<file path="src/rtl/basic_merger.sv">
// Two-input toggle-pulse merger: one output toggle per DEAD_CYCLES+1 edges, 1-edge latency from idle.
// Excess pulses queue up to QUEUE_DEPTH (0 = drop mode); overflow is counted in a saturating drop_count.
module basic_merger #(
    parameter int DEAD_CYCLES = 2,
    parameter int QUEUE_DEPTH = 4,
    parameter int CNT_W       = 16,
    localparam int PW         = (QUEUE_DEPTH > 0) ? $clog2(QUEUE_DEPTH + 1) : 1
) (
    input  logic             clk,
    input  logic             rst,
    input  logic             in1,
    input  logic             in2,
    output logic             out,
    output logic             busy,
    output logic [PW-1:0]    pending,
    output logic             collision,
    output logic [CNT_W-1:0] drop_count
);

    localparam int GW = $clog2(DEAD_CYCLES + 1);
    localparam int DW = PW + 2;
    localparam logic [GW-1:0] DEAD_G = GW'(DEAD_CYCLES);
    localparam logic [DW-1:0] QD_W   = DW'(QUEUE_DEPTH);

    logic             in1_q, in2_q;
    logic             out_q, out_d;
    logic [GW-1:0]    gap_q, gap_d;
    logic [PW-1:0]    pending_q, pending_d;
    logic             collision_q, collision_d;
    logic [CNT_W-1:0] drop_count_q, drop_count_d;

    logic             ev1, ev2, emit;
    logic [DW-1:0]    demand, remain, kept, excess;
    logic [CNT_W:0]   cnt_sum;

    always_comb begin
        ev1     = in1 ^ in1_q;
        ev2     = in2 ^ in2_q;
        demand  = DW'(pending_q) + DW'(ev1) + DW'(ev2);
        emit    = (gap_q == '0) && (demand != '0);
        remain  = emit ? (demand - DW'(1)) : demand;
        kept    = (remain > QD_W) ? QD_W : remain;
        excess  = remain - kept;

        out_d       = out_q ^ emit;
        pending_d   = PW'(kept);
        collision_d = ev1 & ev2;

        if (emit) begin
            gap_d = DEAD_G;
        end else if (gap_q != '0) begin
            gap_d = gap_q - GW'(1);
        end else begin
            gap_d = gap_q;
        end

        // The emitted pulse is already excluded from excess, so saturation never blocks a toggle.
        cnt_sum      = {1'b0, drop_count_q} + (CNT_W + 1)'(excess);
        drop_count_d = cnt_sum[CNT_W] ? '1 : cnt_sum[CNT_W-1:0];
    end

    always_ff @(posedge clk) begin
        // Input samples track through reset so held levels produce no event on release.
        in1_q <= in1;
        in2_q <= in2;
        if (rst) begin
            out_q        <= 1'b0;
            gap_q        <= '0;
            pending_q    <= '0;
            collision_q  <= 1'b0;
            drop_count_q <= '0;
        end else begin
            out_q        <= out_d;
            gap_q        <= gap_d;
            pending_q    <= pending_d;
            collision_q  <= collision_d;
            drop_count_q <= drop_count_d;
        end
    end

    assign out        = out_q;
    assign busy       = (gap_q != '0) || (pending_q != '0);
    assign pending    = pending_q;
    assign collision  = collision_q;
    assign drop_count = drop_count_q;

endmodule

</file>
<file path="config.mk">
export PLATFORM = sky130hd
export DESIGN_NAME = basic_merger
export DESIGN_NICKNAME = d
export VERILOG_FILES = /design/src/rtl/basic_merger.sv
export SDC_FILE = /design/constraint.sdc
export NUM_CORES = 1
export LEC_CHECK = 0
export BUFFER_PORTS_ARGS = -buffer_cell sky130_fd_sc_hd__buf_4
export CAP_MARGIN = 20
export CORE_MARGIN = 8
export CORE_UTILIZATION = 52
export CTS_BUF_LIST = sky130_fd_sc_hd__clkbuf_4
export CTS_CLUSTER_DIAMETER = 120
export DETAILED_ROUTE_END_ITERATION = 16
export PLACE_DENSITY = 0.78
export SYNTH_ARGS = -nofsm -noshare
export SYNTH_HDL_FRONTEND = slang
export SYNTH_SLANG_ARGS = --single-unit
</file>
<file path="constraint.sdc">
create_clock -name clk -period 3.7 [get_ports clk]
set_input_delay 0.37 -clock clk [delete_from_list [all_inputs] [get_ports clk]]
set_output_delay 0.37 -clock clk [all_outputs]
set_load 0.1 [all_outputs]
</file>
Word level (Yosys, flattened, before mapping)
Index checks and enable logic that the tools add are counted.
Word-level totals
  word-level logic and storage cells: 32
  input port bits: 4
  flip-flop bits (word level): 25
  output and inout port bits: 22
Operators by class
  order comparisons: 1
  $add $sub $neg: 6
  mux-type cells: 5
  reduce and logical (&&, ||, !) cells: 8
  bitwise operators: 4
Operators with widths (number)
  adder 16 x 5 -> 17 bit: 1
  2-to-1 mux 16 bit: 1
  2-to-1 mux 5 bit: 2
  adder 4 x 1 -> 5 bit: 1
  > comparator 5 x 3 -> 1 bit (second input constant): 1
  nonzero test 5 bit: 1
  subtractor 5 x 1 -> 5 bit (second input constant): 1
  subtractor 5 bit: 1
  adder 3 x 1 -> 4 bit: 1
  2-to-1 mux 2 bit: 2
  nonzero test 2 bit: 2
  nonzero test 3 bit: 1
  XOR 1 bit: 3
  logical NOT 2 bit: 1
  OR reduction 2 bit: 1
  subtractor 2 x 1 -> 2 bit (second input constant): 1
  bitwise AND 1 bit: 1
  logical AND 1 bit: 1
  logical OR 1 bit: 1

Depth between registers and ports, before layout
  depth after elaboration: 11
  gate-level depth with buffers: 19
  gate-level depth less buffers: 19

Least setup slack after synthesis
OpenSTA, ideal clock, no wires.
  path kind: register -> register
  start: register pending_q[0], in the netlist pending[0]
  end: register drop_count_q[12], in the netlist drop_count[12]
  data required time: 3609 ps
  setup slack: -1046 ps
  arrival: 4655 ps
  setup time: 91 ps
  buffers on the path: 0
  cell stages (with the launch flop): 18
  period minus slack after synthesis: 4746 ps
  path through: dfxtp_1 inv_1 fa_1 inv_1 ha_1 or4b_4 nand3_1 o31ai_2 a22oi_2 nand3b_1 ha_1 inv_1 fa_1 nor2b_1 o31ai_1 a21oi_1 a21oi_1 a311oi_1
Between the ends
  word-level cells in the longest chain between the ends: 10
  elaborated cells on any way between the ends: 11
  those cells by class: 5 x add/sub; 1 x order compare; 3 x mux; 2 x reduce/logical
RTL lines
  start, declared: line 28  | logic [PW-1:0] pending_q, pending_d;
  start signal, assigned: line 75  | pending_q <= pending_d;
  adder 3 x 1 -> 4 bit (*): line 39  | demand = DW'(pending_q) + DW'(ev1) + DW'(ev2);
  adder 4 x 1 -> 5 bit (*): line 39
  branches (longest 2 deep; another with subtractor 5 x 1 -> 5 bit)
  2-to-1 mux 5 bit (*): line 41  | remain = emit ? (demand - DW'(1)) : demand;
  > comparator 5 x 3 -> 1 bit: line 42  | kept = (remain > QD_W) ? QD_W : remain;
  2-to-1 mux 5 bit: line 42
  subtractor 5 bit (*): line 43  | excess = remain - kept;
  adder 16 x 5 -> 17 bit (*): line 58  | cnt_sum = {1'b0, drop_count_q} + (CNT_W + 1)'(excess);
  2-to-1 mux 16 bit (*): line 59  | drop_count_d = cnt_sum[CNT_W] ? '1 : cnt_sum[CNT_W-1:0];
  end signal, assigned: line 77  | drop_count_q <= drop_count_d;
  end, declared: line 30  | logic [CNT_W-1:0] drop_count_q, drop_count_d;
Mark *: on every way between the ends.
A chain may end at the register's enable or synchronous reset.

Worst setup path in the final report
  start: register in2_q
  end: register drop_count_q[9], in the netlist drop_count[9]
Between the ends
  word-level cells in the longest chain between the ends: 10
  elaborated cells on any way between the ends: 11
  those cells by class: 4 x add/sub; 1 x order compare; 3 x mux; 1 x bitwise; 2 x reduce/logical
RTL lines
  start, declared: line 25  | logic in1_q, in2_q;
  start signal, assigned: line 65  | in2_q <= in2;
  XOR 1 bit (*): line 38  | ev2 = in2 ^ in2_q;
  adder 4 x 1 -> 5 bit (*): line 39
  branches (longest 2 deep; another with subtractor 5 x 1 -> 5 bit)
  2-to-1 mux 5 bit (*): line 41
  > comparator 5 x 3 -> 1 bit: line 42
  2-to-1 mux 5 bit: line 42
  subtractor 5 bit (*): line 43
  adder 16 x 5 -> 17 bit (*): line 58
  2-to-1 mux 16 bit (*): line 59
Marks and branches as above.

==> results.json <==
{
  "vias_per_cell": 5.60,
  "maxCapViolCount": 0,
  "start_kind": "flip-flop",
  "synth_edf_count": 0,
  "first_pass_iters": 4,
  "avgSynthCellArea_sq_um": 8.70,
  "setup_slack_ns": -0.229,
  "grt.total_usage_pct": 17.5,
  "fp.dieH_um": 68.7,
  "cp.required_ns": 3.99,
  "yosysUniqueCellTypes": 48,
  "wirelength_mm": 3.78,
  "status": "complete, but fails checks",
  "path_clk_slew_ns": 0.15,
  "post-route-period-util_pct": 106,
  "synthTopCellsByCount": "25 x dfxtp_1, 19 x a21oi_1, 12 x nor2_1, 11 x inv_1, 10 x nand2_1",
  "drc": 0,
  "skew_ns": 0.0235,
  "netlist_area_sq_mm": 0.00144,
  "yosys.area.top_type_share_pct": 34.7,
  "peakVddDrop_mv": 0.907,
  "yosysSeqAreaShare_pct": 34.7,
  "dp_hpwl_mm": 2.77,
  "area_growth_pct": 42.2,
  "pin_count": 26,
  "rows": 19,
  "synthCells": 166,
  "numCtsBuffers": 3,
  "ys_ff_latch": 25,
  "routed-wl-met3_um": 193,
  "yosys_warnings": 0,
  "hold_buffers": 0,
  "leakage_nw": 0.863,
  "period_minus_slack_ns": 3.93,
  "async_reset_ff_share_pct": 0,
  "violations": "setup timing",
  "setup_viol_count_final": 16,
  "fill_cells": 177,
  "coreArea_sq_mm": 0.00269,
  "gp_congestion": 0.847,
  "clock_sinks": 25,
  "htree_levels": 1,
  "fmax_mhz": 254,
  "clock_latency_ns": 0.34,
  "routed-wl-met2_mm": 1.80,
  "globalRouteOverflowTotal": 0,
  "antenna_cells": 0,
  "die_width_um": 68.7,
  "crit_arrival_ns": 4.22,
  "hold_violations": 0,
  "io_buffers": 25,
  "grt_pass1_wl_mm": 6.39,
  "drt_iter0_drc": 74,
  "synth_ff_type": "dfxtp_1",
  "placed_area_sq_mm": 0.00188,
  "highest_layer": "met4",
  "rsz0062_at_grt": "yes",
  "placed_cells": 241,
  "grt_pass1_vias": 1402,
  "critPathMaxFanout": 7,
  "cts_buffer_depth": 2,
  "pre_cts_ws_ns": -0.467,
  "synthTopCellsByArea": "dfxtp_1 35%, ha_1 7.8%, a21oi_1 6.6%",
  "synth_top_area_cell": "dfxtp_1",
  "ant_nets": 0,
  "crit_path_end_kind": "flip-flop",
  "stdcell_count": 250,
  "synthesis.nets": 181,
  "drive_above_1_share_pct": 42.5,
  "hp-class": "input pin to flip-flop",
  "slew_viol_final": 0,
  "tns_ns": -3.00,
  "cts_root_buffer": "clkbuf_4",
  "cts_tree": "built",
  "grt_max_degree": 24,
  "vias": 1400,
  "path_class": "flip-flop to flip-flop",
  "powerDensity_mw_per_mm2": 954,
  "final_cell_area_sq_mm": 0.00205,
  "nets": 235,
  "yosysMostFrequentCell": "dfxtp_1",
  "wl_met1_mm": 1.65,
  "antenna_found_initial": 0,
  "initial_core_util_pct": 53.7,
  "detail_route.wl_per_cell_um": 15.1,
  "dieArea_sq_mm": 0.00472
}
-- what timing repair did --
action | in CTS | in global routing
pin swaps | 18 | 5
gates resized for setup | 13 | 8
buffers inserted | 4 | 2
setup endpoints to repair | 16 | 16
-- flip-flops by register name (all words and copies together) (netlist names) --
register,count
gap_q,2
collision,1
in1_q,1
drop_count,16
out,1
in2_q,1
pending,3
-- metrics by stage --
step | utilization (%) | hold slack, ns | power (mW)
2_1_floorplan | - | 0.398 | 1.29
3_3_place_gp | 69.9 | 0.488 | 1.62
3_5_place_dp | 69.9 | 0.487 | 1.67
4_1_cts | 74.3 | 0.152 | 1.91
5_1_grt | 76.4 | 0.153 | 2.08
6_report | 76.4 | 0.167 | 1.96
-- cells in the final DEF, fill, tap and decap left out, types with 3 or more instances in the layout --
| master | netlist | final |
|---|---|---|
| nand2_1 | 10 | 10 |
| inv_1 | 11 | 7 |
| ha_4 | 0 | 3 |
| buf_4 | 0 | 52 |
| xor2_1 | 7 | 7 |
| clkbuf_4 | 0 | 3 |
| nor2_1 | 12 | 12 |
| dfxtp_1 | 25 | 21 |
| nor3_1 | 4 | 4 |
| ha_1 | 9 | 4 |
| o21ai_0 | 7 | 6 |
| inv_2 | 0 | 4 |
| dfxtp_2 | 0 | 3 |
| nor2b_1 | 4 | 3 |
| xnor2_1 | 6 | 4 |
| a21oi_2 | 0 | 6 |
| a21oi_1 | 19 | 12 |
| a31oi_1 | 4 | 4 |
-- worst paths after layout --
| kind | startpoint | endpoint | slack [ns] | depth (start not counted) |
|---|---|---|---|---|
| max reg2reg | in2_q | drop_count[9] | -0.23 | 17 |
| min reg2reg | gap_q[0] | gap_q[0] | 0.52 | 1 |
| max | in2_q | drop_count[9] | -0.23 | 17 |
| min | in1 | in1_q | 0.17 | 1 |
-- cell families (layout without fill, tap and decap cells) --
| family | after synthesis | after routing | synth area share (%) |
|---|---|---|---|
| other cells | 2 | 2 | 0.520 |
| simple gates | 51 | 51 | 19.8 |
| compound gates | 48 | 48 | 21.1 |
| xor+xnor | 13 | 13 | 7.89 |
| mux | 2 | 2 | 1.73 |
| fa+ha+maj | 11 | 11 | 10.6 |
| buf+inv | 14 | 67 | 3.73 |
| flops | 25 | 25 | 34.7 |
-- metal layers --
metal | up-vias | track usage, %
met5 | - | 0
li1 | 691 | -
met1 | 646 | 21.3
met2 | 48 | 28.6
met3 | 15 | 3.55
met4 | 0 | 9.52
-- worst max-delay path: stages (launching register included) --
cell	delay (ns)
dfxtp_2	0.36
xnor2_4	0.13
fa_2	0.39
inv_2	0.08
ha_4	0.19
or4b_4	0.51
or2b_1	0.18
nand2_1	0.06
a22oi_2	0.18
nand3b_1	0.19
ha_4	0.33
inv_2	0.04
fa_2	0.35
nor2b_4	0.14
o31a_1	0.25
o211ai_1	0.13
buf_4	0.20
a31oi_1	0.16
-- power by group --
group	switching [mW]	internal [mW]
clock network	0.0865	0.0408
logic	0.856	0.591
registers	0.0597	0.326
total	1.00	0.958
-- final cells by class --
class / instances / area [sq um] / share of cell area (%)
clock buffer: 3 / 22.5 / 1.10
clock inverter: 1 / 5.00 / 0.244
inverter: 11 / 41.3 / 2.01
multi-input combinational: 127 / 1050 / 51.0
sequential: 25 / 508 / 24.7
tap: 31 / 38.8 / 1.89
timing repair buffer: 52 / 390 / 19.0
No activity file was read; power rests on OpenSTA's default activity.
